--- src/rtl/countdown_timer_if.sv ---
// Load handshake bundle for countdown_timer.
// The master proposes a start value and a mode; the slave accepts it when load_ready is high.
interface countdown_timer_if #(
    parameter int WIDTH = 5
);
    logic             load_valid;
    logic [WIDTH-1:0] load_value;
    logic             auto_reload;
    logic             load_ready;

    modport master (
        output load_valid,
        output load_value,
        output auto_reload,
        input  load_ready
    );

    modport slave (
        input  load_valid,
        input  load_value,
        input  auto_reload,
        output load_ready
    );
endinterface

--- src/rtl/countdown_timer.sv ---
// countdown_timer: loadable down-counter that pulses 'expired' for one cycle on terminal count.
// Supports one-shot or periodic (auto-reload) operation, pause (HOLD) and synchronous abort.
// Optional macro TIMER_PRESCALE_EN: when defined, a phase counter divides the clock so the
// count decrements once every PRESCALE cycles; when undefined, it decrements every cycle.
module countdown_timer #(
    parameter int WIDTH    = 5,
    parameter int PRESCALE = 4
) (
    input  logic               clk,
    input  logic               rst_n,
    countdown_timer_if.slave   ld,
    input  logic               pause,
    input  logic               abort,
    output logic [WIDTH-1:0]   count,
    output logic               busy,
    output logic               expired
);

    typedef enum logic [1:0] {
        IDLE = 2'd0,
        RUN  = 2'd1,
        HOLD = 2'd2
    } state_t;

    state_t           state;
    state_t           state_n;
    logic [WIDTH-1:0] count_n;
    logic [WIDTH-1:0] reload;
    logic [WIDTH-1:0] reload_n;
    logic             mode;
    logic             mode_n;
    logic             expired_n;
    logic             tick;

    if (PRESCALE < 2 || PRESCALE > 256) begin : g_prescale_range
        $error("countdown_timer: PRESCALE must be within 2..256");
    end

    assign ld.load_ready = (state == IDLE);

`ifdef TIMER_PRESCALE_EN
    localparam int PW = $clog2(PRESCALE);

    logic [PW-1:0] phase;
    logic [PW-1:0] phase_n;

    // A tick is due on the last phase of each prescale period.
    always_comb begin
        tick = (phase == PW'(PRESCALE - 1));
    end

    // Phase advances only on edges where the counter actually runs; idle and abort clear it.
    always_comb begin
        phase_n = phase;
        if (state == IDLE || abort) begin
            phase_n = '0;
        end else if (!pause) begin
            phase_n = tick ? '0 : phase + PW'(1);
        end
    end

    // Phase register.
    always_ff @(posedge clk or negedge rst_n) begin
        if (!rst_n) begin
            phase <= '0;
        end else begin
            phase <= phase_n;
        end
    end
`else
    // Without the prescaler every running cycle is a tick.
    always_comb begin
        tick = 1'b1;
    end
`endif

    // Next-state and next-output logic: abort beats pause, pause beats the tick.
    always_comb begin
        state_n   = state;
        count_n   = count;
        reload_n  = reload;
        mode_n    = mode;
        expired_n = 1'b0;
        case (state)
            IDLE: begin
                if (ld.load_valid) begin
                    count_n  = ld.load_value;
                    reload_n = ld.load_value;
                    mode_n   = ld.auto_reload;
                    if (ld.load_value != '0) begin
                        state_n = RUN;
                    end else begin
                        expired_n = 1'b1;
                    end
                end
            end
            RUN, HOLD: begin
                if (abort) begin
                    count_n = '0;
                    state_n = IDLE;
                end else if (pause) begin
                    state_n = HOLD;
                end else begin
                    state_n = RUN;
                    if (tick) begin
                        if (count > WIDTH'(1)) begin
                            count_n = count - WIDTH'(1);
                        end else begin
                            expired_n = 1'b1;
                            if (mode) begin
                                count_n = reload;
                            end else begin
                                count_n = '0;
                                state_n = IDLE;
                            end
                        end
                    end
                end
            end
            default: begin
                count_n = '0;
                state_n = IDLE;
            end
        endcase
    end

    // State and registered outputs; busy is derived from the next state so it lines up with it.
    always_ff @(posedge clk or negedge rst_n) begin
        if (!rst_n) begin
            state   <= IDLE;
            count   <= '0;
            reload  <= '0;
            mode    <= 1'b0;
            expired <= 1'b0;
            busy    <= 1'b0;
        end else begin
            state   <= state_n;
            count   <= count_n;
            reload  <= reload_n;
            mode    <= mode_n;
            expired <= expired_n;
            busy    <= (state_n != IDLE);
        end
    end

endmodule

--- src/flat_wrapper.sv ---
// flat-port wrapper written by rule: the top's interface ports become plain ports
module countdown_timer_flat 
#(
    parameter int WIDTH    = 5,
    parameter int PRESCALE = 4
)
  (clk, rst_n, pause, abort, count, busy, expired, ld_load_valid, ld_load_value, ld_auto_reload, ld_load_ready);
  countdown_timer_if #(.WIDTH(WIDTH)) ld_i ();
  input  logic clk;
  input  logic rst_n;
  input  logic pause;
  input  logic abort;
  output logic [WIDTH-1:0] count;
  output logic busy;
  output logic expired;
  input wire logic [$bits(ld_i.load_valid)-1:0] ld_load_valid;
  input wire logic [$bits(ld_i.load_value)-1:0] ld_load_value;
  input wire logic [$bits(ld_i.auto_reload)-1:0] ld_auto_reload;
  output wire logic [$bits(ld_i.load_ready)-1:0] ld_load_ready;
  assign ld_i.load_valid = ld_load_valid;
  assign ld_i.load_value = ld_load_value;
  assign ld_i.auto_reload = ld_auto_reload;
  assign ld_load_ready = ld_i.load_ready;
  countdown_timer #(.WIDTH(WIDTH), .PRESCALE(PRESCALE)) u_core (.clk(clk), .rst_n(rst_n), .ld(ld_i), .pause(pause), .abort(abort), .count(count), .busy(busy), .expired(expired));
endmodule
--- config.mk ---
export PLATFORM = sky130hd
export DESIGN_NAME = countdown_timer_flat
export DESIGN_NICKNAME = d
export VERILOG_FILES = /design/src/rtl/countdown_timer_if.sv /design/src/rtl/countdown_timer.sv /design/src/flat_wrapper.sv
export SDC_FILE = /design/constraint.sdc
export NUM_CORES = 1
export LEC_CHECK = 0
export CAP_MARGIN = 25
export CORE_MARGIN = 1
export CORE_UTILIZATION = 45
export DETAILED_ROUTE_END_ITERATION = 10
export GPL_TIMING_DRIVEN = 0
export PLACE_DENSITY = 0.76
export SYNTH_ARGS = -nofsm -noshare
export SYNTH_HDL_FRONTEND = slang
export SYNTH_SLANG_ARGS = --single-unit
--- constraint.sdc ---
create_clock -name clk -period 1.75 [get_ports clk]
set_input_delay 0.35 -clock clk [delete_from_list [all_inputs] [get_ports clk]]
set_output_delay 0.35 -clock clk [all_outputs]
set_load 0.05 [all_outputs]
==> flow_metrics.env <==
export IMPL_die_y_um=47.8
export IMPL_antenna_diode_count=0
export IMPL_die_area_um2=2280
export IMPL_finalCritPeriodShare_pct=96.3
export IMPL_setup_viol=0
export IMPL_dr_pass1_iters=5
export IMPL_dr_total_vias=777
export IMPL_ys_seq_area_share_pct=39.8
export IMPL_wl_per_cell_um=13.5
export IMPL_rr_worst_depth=5
export IMPL_clockRootBuffer="clkbuf_4"
export IMPL_status="finished, final reports clean"
export IMPL_period_needed_ns=1.69
export IMPL_path_clk_slew_ns=0.10
export IMPL_gpl_final_weighted_congestion=0.830
export IMPL_ys_types=40
export IMPL_antenna_found_initial=0
export IMPL_grt_pass1_vias=703
export IMPL_routed_wl_mm=1.93
export IMPL_hold_path_class="in2async"
export IMPL_critPathRequiredTime_ns=1.40
export IMPL_max_freq_ghz=0.593
export IMPL_dpl_hpwl_mm=1.37
export IMPL_crit_type="reg2out"
export IMPL_cpPeakStageDelay_ns=0.56
export IMPL_grt_max_degree=16
export IMPL_maxSlewViolCount=0
export IMPL_cts_tree="done"
export IMPL_crit_family="buffers and inverters"
export IMPL_remaining_drc_errors=0
export IMPL_synth_cell_area_um2=942
export IMPL_r2r_end="u_core.count[4]"
export IMPL_postSynthRegisterBits=15
export IMPL_cts_buffers=3
export IMPL_final_cell_mix="13 x dfrtp_1, 10 x nand2_1, 10 x clkdlybuf4s50_1"
export IMPL_globalRouteOverflowTotal=0
export IMPL_critPathLaunch="u_core.count[2]"
export IMPL_rows=16
export IMPL_r2r_start="u_core.state[0]"
export IMPL_holdWs_ns=0.460
export IMPL_synth_top_area_share_pct=39.8
export IMPL_drtIter0Drc=7
export IMPL_ys_warn_count=0
export IMPL_grt_setup_unrepaired="no"
export IMPL_slew_headroom_pct=54.5
export IMPL_fin_tns_setup_ns=0
export IMPL_final_common_cell="dfrtp_1"
export IMPL_clk_path_buf_depth=2
export IMPL_crit_slowest_cell="dlygate4sd2_1"
export IMPL_synth_area_leader_cell="dfrtp_1"
export IMPL_worstMarginPinSlew_ns=0.680
export IMPL_synthTopCellsByArea="dfrtp_1 40%, mux2_2 8.4%, ha_1 5.3%"
export IMPL_p_per_area_nw_per_um2=1890
export IMPL_syn_nets=108
export IMPL_irDropWorstVdd_uv=827
export IMPL_final_nets=132
export IMPL_regToRegSetupSlack_ns=0.08
export IMPL_crit_cells=1
export IMPL_htreeDepth=1
export IMPL_path_max_fanout=7
export IMPL_worstPathArrival_ns=1.34
export IMPL_clock_skew_final_ns=0.00897
export IMPL_path_buf_inv=1
export IMPL_crit_end="count[2]"
export IMPL_die_w_um=47.8
export IMPL_syn_inst=93
export IMPL_drive_gt1_share_pct=31.0
export IMPL_crit_chain="dlygate4sd2_1"
export IMPL_port_buffers=18
export IMPL_clkLatencyLatePin_ns=0.29
export IMPL_cts_sinks=15
export IMPL_core_um2=1960
export IMPL_postRouteAntennaNets=0
export IMPL_hold_viol=0
export IMPL_synth_area_per_cell_um2=10.1
export IMPL_initial_core_util_pct=48.0
export IMPL_drv_cap=0
export IMPL_track_usage_pct=19.8
export IMPL_leakagePower_nw=0.536
export IMPL_crit_path_end_kind="output pin"
export IMPL_grt_pass1_wl_mm=3.06
export IMPL_avgViaCountPerCell=5.43
export IMPL_worst_setup_path_start_kind="flip-flop"
export IMPL_areaGrowthSynthToFinish_pct=29.0
export IMPL_io_pins=19
flip-flops by register name, indices dropped and copies added (netlist names):
| register | cells |
|---|---|
| u_core.state | 2 |
| u_core.busy | 1 |
| u_core.mode | 1 |
| u_core.count | 5 |
| u_core.expired | 1 |
| u_core.reload | 5 |
synth_stat cells:
library cell  number
nand3_1            1
a21boi_0           1
nor2b_1            2
o21a_1             1
a31oi_1            1
a21o_1             1
nor3_2             1
or3_2              2
or4_4              1
o22ai_1            1
nand3b_1           1
clkbuf_2           1
o32a_2             1
nor2_1             5
dfrtp_1           15
and2_1             2
a311o_1            1
o221ai_1           1
a2bb2oi_2          1
o31a_2             1
a21oi_2            1
xor2_1             1
mux2_2             7
a21oi_1            2
and3_1             1
buf_6              1
o21ai_0            1
a211oi_1           2
o21ba_2            1
o21bai_2           1
a221oi_1           2
o21ai_2            1
nor4bb_1           1
mux2i_1            1
o31ai_1            3
nand2_1           10
nand2b_4           1
ha_1               4
nor3_1             2
inv_1              9
metal layers:
layer / part of all wire, % / up-vias / global-route usage, % / wire (um)
li1: - / 385 / - / -
met1: 47 / 368 / 28.7 / 904
met2: 48 / 19 / 28.6 / 922
met3: 3.5 / 5 / 3.40 / 67
met4: 2.1 / 0 / 8.89 / 40
met5: 0 / - / 0 / 0
where the power goes:
| group | leakage [nW] | internal [mW] | switching, mW |
|---|---|---|---|
| logic | 0.336 | 0.616 | 0.808 |
| clock network | 0.0177 | 0.0851 | 0.118 |
| registers | 0.182 | 0.508 | 0.164 |
| total | 0.536 | 1.21 | 1.09 |
timing repair:
action	CTS	global route
hold buffers	0	0
pin swaps	0	2
endpoints found under the hold margin	0	0
resized for setup	13	4
buffers inserted	2	1
setup endpoints to repair	9	4
kinds of logic after synthesis:
logic type	synth area share, %
xor gates and xnor gates	0.930
muxes	9.43
adders and majority gates	5.31
DFF	39.8
buffers and inverters	5.31
and+or+nand+nor	18.1
AOI/OAI and AO/OA	21.1
stage by stage:
stage | power [mW] | setup slack (ns) | area [um^2] | cells | utilization, %
floorplan | 1.70 | -0.0554 | 947 | 93 | -
global placement | 2.03 | -0.120 | 1160 | 138 | 59.2
detailed placement | 2.05 | -0.133 | 1160 | 138 | 59.2
CTS | 2.27 | 0.00313 | 1200 | 143 | 61.4
global route | 2.48 | 0.00706 | 1210 | 143 | 61.9
finish | 2.30 | 0.0644 | 1210 | 143 | 61.9
worst min path at each step:
stage                                 from               end  cells after the start
after floorplan                      rst_n       u_core.busy                      0
after global placement    u_core.reload[4]  u_core.reload[4]                      1
after detailed placement  u_core.reload[0]  u_core.reload[0]                      1
after CTS                            rst_n    u_core.expired                      1
after global routing                 rst_n   u_core.state[1]                      1
final                                rst_n   u_core.state[1]                      1
cell type report:
cell class	count	area (um^2)
clock buffer	3	22.5
clock inverter	1	5.00
fill	196	747
inverter	9	33.8
multi-input combinational	67	547
sequential	15	378
tap	27	33.8
timing repair buffer	21	195
No activity file was read; power rests on OpenSTA's default activity.
